===== src/rtl/tl45_pkg.sv =====
// Shared TL45 types and constants: register count, pending-counter width,
// and the 4-bit register index type.
package tl45_pkg;
   localparam int TL45_NREGS = 15;
   localparam int TL45_CNT_W = 2;

   typedef logic [3:0]            reg_idx_t;
   typedef logic [TL45_CNT_W-1:0] pend_cnt_t;

   localparam pend_cnt_t TL45_CNT_MAX = '1;
endpackage


===== src/rtl/tl45_scoreboard_if.sv =====
// Register-read stage <-> scoreboard bundle. The pipeline side (master)
// drives the instruction, forwarding tags, writeback and kill. The
// scoreboard side (slave) answers with the issue decision and status.
interface tl45_scoreboard_if;
   import tl45_pkg::*;

   logic        i_issue_valid;
   logic        i_issue_wr;
   logic        i_ri;
   reg_idx_t    i_dr;
   reg_idx_t    i_sr1;
   reg_idx_t    i_sr2;
   logic        i_pipe_stall;
   reg_idx_t    i_of1_reg;
   reg_idx_t    i_of2_reg;
   logic        i_wb_valid;
   reg_idx_t    i_wb_reg;
   logic        i_kill_valid;
   reg_idx_t    i_kill_reg;

   logic        o_issue_ready;
   logic        o_issue_fire;
   logic        o_hazard_stall;
   logic [14:0] o_busylist;
   logic        o_err;
   logic [31:0] o_stall_cycles;

   modport master (
      output i_issue_valid, i_issue_wr, i_ri, i_dr, i_sr1, i_sr2, i_pipe_stall,
             i_of1_reg, i_of2_reg, i_wb_valid, i_wb_reg, i_kill_valid, i_kill_reg,
      input  o_issue_ready, o_issue_fire, o_hazard_stall, o_busylist, o_err,
             o_stall_cycles
   );

   modport slave (
      input  i_issue_valid, i_issue_wr, i_ri, i_dr, i_sr1, i_sr2, i_pipe_stall,
             i_of1_reg, i_of2_reg, i_wb_valid, i_wb_reg, i_kill_valid, i_kill_reg,
      output o_issue_ready, o_issue_fire, o_hazard_stall, o_busylist, o_err,
             o_stall_cycles
   );
endinterface


===== src/rtl/tl45_sb_counter.sv =====
// One pending-write counter. Increments on issue and decrements on
// writeback and kill; each decrement is dropped when the count is already
// zero, and that attempt is reported on underflow.
module tl45_sb_counter
   import tl45_pkg::*;
(
   input  logic      clk,
   input  logic      rst,
   input  logic      inc,
   input  logic      dec_wb,
   input  logic      dec_kill,
   output pend_cnt_t count,
   output logic      underflow
);
   logic                  wb_ok;
   logic                  kill_ok;
   logic [TL45_CNT_W:0]   count_next;

   // Sum all three terms; decrements only apply to a non-zero count.
   always_comb begin
      wb_ok      = dec_wb   & (count != '0);
      kill_ok    = dec_kill & (count != '0);
      underflow  = (dec_wb | dec_kill) & (count == '0);
      count_next = {1'b0, count}
                 + {{TL45_CNT_W{1'b0}}, inc}
                 - {{TL45_CNT_W{1'b0}}, wb_ok}
                 - {{TL45_CNT_W{1'b0}}, kill_ok};
   end

   // Counter register; inc at max never happens because issue is blocked.
   always_ff @(posedge clk or posedge rst) begin
      if (rst) count <= '0;
      else     count <= count_next[TL45_CNT_W-1:0];
   end
endmodule


===== src/rtl/tl45_scoreboard.sv =====
// TL45 register scoreboard: per-register pending counters, issue hazard
// check with forwarding-bus bypass, busy list, sticky underflow error and
// a saturating hazard-stall cycle counter.
module tl45_scoreboard
   import tl45_pkg::*;
(
   input  logic               i_clk,
   input  logic               i_reset,
   tl45_scoreboard_if.slave   sb
);
   pend_cnt_t             count [0:15];
   logic [TL45_NREGS:1]   underflow;
   logic                  sr1_haz;
   logic                  sr2_haz;
   logic                  dr_haz;
   logic                  ready;
   logic                  fire;
   logic                  stall;
   logic                  err;
   logic [31:0]           stall_cycles;

   // A source is blocked while a write is pending, unless exactly one write
   // is pending and that value is currently on a forwarding bus.
   function automatic logic src_hazard(input reg_idx_t s, input pend_cnt_t c,
                                       input reg_idx_t of1, input reg_idx_t of2);
      if (s == '0)                                   return 1'b0;
      if (c == '0)                                   return 1'b0;
      if (c == pend_cnt_t'(1) && (of1 == s || of2 == s)) return 1'b0;
      return 1'b1;
   endfunction

   // r0 has no counter; it reads as permanently idle.
   assign count[0] = '0;

   generate
      for (genvar gi = 1; gi <= TL45_NREGS; gi++) begin : g_reg
         logic inc;
         logic dec_wb;
         logic dec_kill;

         assign inc      = fire & sb.i_issue_wr & (sb.i_dr == reg_idx_t'(gi));
         assign dec_wb   = sb.i_wb_valid & (sb.i_wb_reg == reg_idx_t'(gi));
         assign dec_kill = sb.i_kill_valid & (sb.i_kill_reg == reg_idx_t'(gi));

         tl45_sb_counter u_cnt (
            .clk       (i_clk),
            .rst       (i_reset),
            .inc       (inc),
            .dec_wb    (dec_wb),
            .dec_kill  (dec_kill),
            .count     (count[gi]),
            .underflow (underflow[gi])
         );

         assign sb.o_busylist[gi-1] = (count[gi] != '0);
      end
   endgenerate

   // Issue decision is purely combinational from the current operands and counters.
   always_comb begin
      sr1_haz = src_hazard(sb.i_sr1, count[sb.i_sr1], sb.i_of1_reg, sb.i_of2_reg);
      sr2_haz = !sb.i_ri &&
                src_hazard(sb.i_sr2, count[sb.i_sr2], sb.i_of1_reg, sb.i_of2_reg);
      dr_haz  = sb.i_issue_wr && (sb.i_dr != '0) && (count[sb.i_dr] == TL45_CNT_MAX);
      ready   = !(sr1_haz || sr2_haz || dr_haz);
      fire    = sb.i_issue_valid & ready & !sb.i_pipe_stall;
      stall   = sb.i_issue_valid & !ready;
   end

   // Sticky error on any release attempt against an empty counter.
   always_ff @(posedge i_clk or posedge i_reset) begin
      if (i_reset)           err <= 1'b0;
      else if (|underflow)   err <= 1'b1;
   end

   // Hazard-stall cycle counter, saturating at all ones.
   always_ff @(posedge i_clk or posedge i_reset) begin
      if (i_reset)                          stall_cycles <= '0;
      else if (stall && (stall_cycles != '1)) stall_cycles <= stall_cycles + 32'd1;
   end

   assign sb.o_issue_ready  = ready;
   assign sb.o_issue_fire   = fire;
   assign sb.o_hazard_stall = stall;
   assign sb.o_err          = err;
   assign sb.o_stall_cycles = stall_cycles;
endmodule


===== src/flat_wrapper.sv =====
// flat-port wrapper written by rule: the top's interface ports become plain ports
module tl45_scoreboard_flat import tl45_pkg::*;
  (i_clk, i_reset, sb_i_issue_valid, sb_i_issue_wr, sb_i_ri, sb_i_dr, sb_i_sr1, sb_i_sr2, sb_i_pipe_stall, sb_i_of1_reg, sb_i_of2_reg, sb_i_wb_valid, sb_i_wb_reg, sb_i_kill_valid, sb_i_kill_reg, sb_o_issue_ready, sb_o_issue_fire, sb_o_hazard_stall, sb_o_busylist, sb_o_err, sb_o_stall_cycles);
  tl45_scoreboard_if sb_i ();
  input  logic i_clk;
  input  logic i_reset;
  input wire logic [$bits(sb_i.i_issue_valid)-1:0] sb_i_issue_valid;
  input wire logic [$bits(sb_i.i_issue_wr)-1:0] sb_i_issue_wr;
  input wire logic [$bits(sb_i.i_ri)-1:0] sb_i_ri;
  input wire logic [$bits(sb_i.i_dr)-1:0] sb_i_dr;
  input wire logic [$bits(sb_i.i_sr1)-1:0] sb_i_sr1;
  input wire logic [$bits(sb_i.i_sr2)-1:0] sb_i_sr2;
  input wire logic [$bits(sb_i.i_pipe_stall)-1:0] sb_i_pipe_stall;
  input wire logic [$bits(sb_i.i_of1_reg)-1:0] sb_i_of1_reg;
  input wire logic [$bits(sb_i.i_of2_reg)-1:0] sb_i_of2_reg;
  input wire logic [$bits(sb_i.i_wb_valid)-1:0] sb_i_wb_valid;
  input wire logic [$bits(sb_i.i_wb_reg)-1:0] sb_i_wb_reg;
  input wire logic [$bits(sb_i.i_kill_valid)-1:0] sb_i_kill_valid;
  input wire logic [$bits(sb_i.i_kill_reg)-1:0] sb_i_kill_reg;
  output wire logic [$bits(sb_i.o_issue_ready)-1:0] sb_o_issue_ready;
  output wire logic [$bits(sb_i.o_issue_fire)-1:0] sb_o_issue_fire;
  output wire logic [$bits(sb_i.o_hazard_stall)-1:0] sb_o_hazard_stall;
  output wire logic [$bits(sb_i.o_busylist)-1:0] sb_o_busylist;
  output wire logic [$bits(sb_i.o_err)-1:0] sb_o_err;
  output wire logic [$bits(sb_i.o_stall_cycles)-1:0] sb_o_stall_cycles;
  assign sb_i.i_issue_valid = sb_i_issue_valid;
  assign sb_i.i_issue_wr = sb_i_issue_wr;
  assign sb_i.i_ri = sb_i_ri;
  assign sb_i.i_dr = sb_i_dr;
  assign sb_i.i_sr1 = sb_i_sr1;
  assign sb_i.i_sr2 = sb_i_sr2;
  assign sb_i.i_pipe_stall = sb_i_pipe_stall;
  assign sb_i.i_of1_reg = sb_i_of1_reg;
  assign sb_i.i_of2_reg = sb_i_of2_reg;
  assign sb_i.i_wb_valid = sb_i_wb_valid;
  assign sb_i.i_wb_reg = sb_i_wb_reg;
  assign sb_i.i_kill_valid = sb_i_kill_valid;
  assign sb_i.i_kill_reg = sb_i_kill_reg;
  assign sb_o_issue_ready = sb_i.o_issue_ready;
  assign sb_o_issue_fire = sb_i.o_issue_fire;
  assign sb_o_hazard_stall = sb_i.o_hazard_stall;
  assign sb_o_busylist = sb_i.o_busylist;
  assign sb_o_err = sb_i.o_err;
  assign sb_o_stall_cycles = sb_i.o_stall_cycles;
  tl45_scoreboard u_core (.i_clk(i_clk), .i_reset(i_reset), .sb(sb_i));
endmodule

===== config.mk =====
export PLATFORM = sky130hd
export DESIGN_NAME = tl45_scoreboard_flat
export DESIGN_NICKNAME = d
export VERILOG_FILES = /design/src/rtl/tl45_pkg.sv /design/src/rtl/tl45_scoreboard_if.sv /design/src/rtl/tl45_sb_counter.sv /design/src/rtl/tl45_scoreboard.sv /design/src/flat_wrapper.sv
export SDC_FILE = /design/constraint.sdc
export NUM_CORES = 1
export LEC_CHECK = 0
export ABC_AREA = 1
export CAP_MARGIN = 5
export CORE_MARGIN = 5
export CORE_UTILIZATION = 57
export DETAILED_ROUTE_END_ITERATION = 8
export PLACE_DENSITY = 0.88
export SLEW_MARGIN = 5
export SYNTH_ARGS = -nofsm -noshare
export SYNTH_HDL_FRONTEND = slang
export SYNTH_HIERARCHICAL = 1
export SYNTH_SLANG_ARGS = --single-unit

===== constraint.sdc =====
create_clock -name i_clk -period 2.21 [get_ports i_clk]
set_input_delay 0.3315 -clock i_clk [delete_from_list [all_inputs] [get_ports i_clk]]
set_output_delay 0.3315 -clock i_clk [all_outputs]
set_load 0.005 [all_outputs]

==> impl_metrics.toml <==
[run_status]
outcome = "finished with violations"
violations = "DRC, setup timing"

[cts]
cts_max_path_buffers = 2
clkSinkCount = 63
htree_levels = 3
holdBufCountCts = 0
cts_root_buf = "clkbuf_8"
cts_tree = "yes"
cts.clk_slew.worst_paths_ns = 0.07
numCtsBuffers = 9
clk_latency_ns = 0.37

[global_route]
grt_max_degree = 34
grt-ovfl-total = 0
grt_pass1_vias = 7767
antenna_found_initial = 0
grt_pass1_wl_mm = 37.67
track_usage_pct = 36.50

[worst_setup_path]
r2r-start = "u_core/g_reg[14].u_cnt/count[0]$_DFF_PP0_"
critPathLaunchType = "register"
arrival_ns = 2.78
critical_path_class = "reg2reg"
cp.required_ns = 2.46
endpoint_kind = "register"
rr_worst_depth = 22
cp_max_fo = 4
reg2reg_setup_slack_ns = -0.32
r2r-end = "u_core/g_reg[9].u_cnt/count[1]$_DFF_PP0_"

[floorplanning]
fp.dieH_um = 114.4
die-area_um2 = 13080
rows = 38
ios = 87
die_w_um = 114.4
core_um2 = 10750
start_util_pct = 57.79

[yosys]
synthTopCellsByCount = "nand2_1 (390), inv_1 (138), nor2_1 (91), nand3_1 (71), dfrtp_1 (63)"
synth_top_area_share_pct = 25.39
synthesis.nets = 1066
synth-seq-cells = 63
synth_area_um2 = 6210
synth_warnings = 6
synth.avg_cell_area_um2 = 6.216
post-synth-top-count-cell = "nand2_1"
synth_edf_count = 0
synth_cells = 999
yosysSeqAreaShare_pct = 25.39
async_flop_share_pct = 100.0
synth_top_flop_cell = "dfrtp_1"
ys_types = 35
post-synth-top-area-cell = "dfrtp_1"
synthTopCellsByArea = "dfrtp_1 (25%), nand2_1 (24%), inv_1 (8.3%), nand3_1 (5.7%), nor2_1 (5.5%)"

[placement]
post-dp-hpwl_mm = 15.99
gp_congestion = 1.005
dp_slack_ns = -0.7883
portBuffers = 86
dpl_cell_area_um2 = 7995
dp.cells = 1317

[timing]
relSlewSlack_pct = 55.72
skew_ns = 0.01403
slew_violations = 0
fin_hold_ws_ns = 0.1733
fmax_ghz = 0.3949
period_needed_ns = 2.533
finalSetupViolCount = 59
rsz0062_at_grt = "yes"
hold_viol_final = 0
finalSetupTns_ns = -8.029
finalCritPeriodShare_pct = 114.6
tightest_slew_ns = 0.6591
timing.final.ws_setup_ns = -0.3225

[layout]
layout.cells.non_filler = 1355
fin_nets = 1278
fill_cells = 631
fin_util_pct = 83.21
n_antenna_cell = 0
synthToLayoutAreaGrowth_pct = 43.99
drive_gt1_share_pct = 29.14
design_area_um2 = 8941

[power]
power_density_nw_per_um2 = 874.0
total_leakage_power_nw = 4.482
irDropWorstVdd_v = 0.0008213
power_mw = 7.815

[drt]
drtIter0Drc = 1430
drt-total-wl_mm = 25.70
via_count = 8200
vias_per_cell = 6.052
drcViolationCount = 1
wire_per_inst_um = 18.97
drtPass1Iterations = 9
antenna_left = 0

[flow_run]
max_cap_viol_count = 0

[worst_hold_path]
timing.hold.worst.class = "in2async"
==> report_power, final <==
part | switching [mW] | total, mW | internal, mW | leakage, nW
registers | 0.466 | 1.95 | 1.48 | 0.810
clock network | 0.482 | 0.908 | 0.426 | 0.0850
logic | 2.53 | 4.96 | 2.43 | 3.59
==> state kept, by name, indices dropped and copies added, names as in the netlist <==
signal                    cells
u_core/g.u_cnt/count         30
u_core/sb.o_err               1
u_core/sb.o_stall_cycles     32
==> cell type report <==
class	instances	area, µm²	share of cell area, %
clock buffers	11	141.4	1.581
multi-input cells	764	4464	49.93
flip-flops and latches	63	1588	17.76
inverters	146	558.0	6.241
clock inverters	4	22.52	0.2519
well taps	140	175.2	1.959
repair buffers	227	1992	22.28
==> how the worst max path moves through the flow <==
stage	to	startpoint	cells after the start	slack [ns]
floorplan	u_core/g_reg[1].u_cnt/count[1]$_DFF_PP0_	sb_i_sr1[0]	17	0.1
global placement	sb_o_issue_fire	sb_i_sr1[0]	10	-0.73
detailed placement	u_core/g_reg[15].u_cnt/count[1]$_DFF_PP0_	sb_i_sr1[0]	18	-0.79
CTS	u_core/g_reg[12].u_cnt/count[1]$_DFF_PP0_	u_core/g_reg[10].u_cnt/count[0]$_DFF_PP0_	19	-0.15
global route	u_core/g_reg[14].u_cnt/count[1]$_DFF_PP0_	sb_i_wb_reg[3]	11	-0.50
finish	u_core/g_reg[9].u_cnt/count[1]$_DFF_PP0_	u_core/g_reg[14].u_cnt/count[0]$_DFF_PP0_	22	-0.32
==> what timing repair did <==
action | in CTS | in global routing
gates cloned | 1 | 0
buffers inserted | 8 | 14
endpoints found under the hold margin | 0 | 0
pin swaps | 31 | 24
gates resized for setup | 157 | 93
endpoints found under the setup margin | 65 | 65
==> worst max-delay path, cell delays in order, from the launching register on <==
cell	delay (ns)
dfrtp_1	0.41
inv_2	0.11
o21ai_1	0.08
nand2_1	0.07
nand2_1	0.07
nand2_1	0.09
nand2_1	0.08
inv_1	0.09
nand2_1	0.09
nand3_2	0.10
nand2_2	0.08
nor2_4	0.10
buf_6	0.12
nand4_1	0.10
buf_6	0.18
buf_6	0.12
nor2_4	0.08
ha_4	0.15
inv_2	0.04
nand2_2	0.05
nand2_1	0.06
nand2_1	0.06
nand2_1	0.07
==> kinds of logic after synthesis <==
| kind of cell | after synthesis | synth area share [%] |
|---|---|---|
| AO/OA/AOI/OAI | 18 | 1.693 |
| XOR/XNOR | 39 | 5.501 |
| adder cells (fa/ha/maj) | 31 | 8.060 |
| buffers and inverters | 172 | 11.44 |
| flip-flops | 63 | 25.39 |
| AND/OR/NAND/NOR | 676 | 47.91 |
==> routing by layer <==
metal / vias to the layer above / GRT usage [%] / part of all wire (%)
met3: 247 / 10.89 / 13
met5: - / 0 / 0
met4: 0 / 17.50 / 7.6
met2: 715 / 58.27 / 44
met1: 3708 / 45.23 / 35
li1: 3530 / - / -
==> placed cells by master, fill, tap and decap left out, types with 15 or more instances in the layout <==
cell / n
nand2_1: 352
buf_4: 117
inv_1: 98
nor2_1: 70
nand3_1: 64
clkdlybuf4s50_1: 63
dfrtp_1: 54
inv_2: 45
nand4_1: 43
nand2_2: 38
xor2_1: 25
buf_6: 21
nor2_2: 21
nor2_4: 21
nor3_1: 16
or2_4: 15
fa_1: 15
ha_4: 15
No activity file was read; power rests on OpenSTA's default activity.
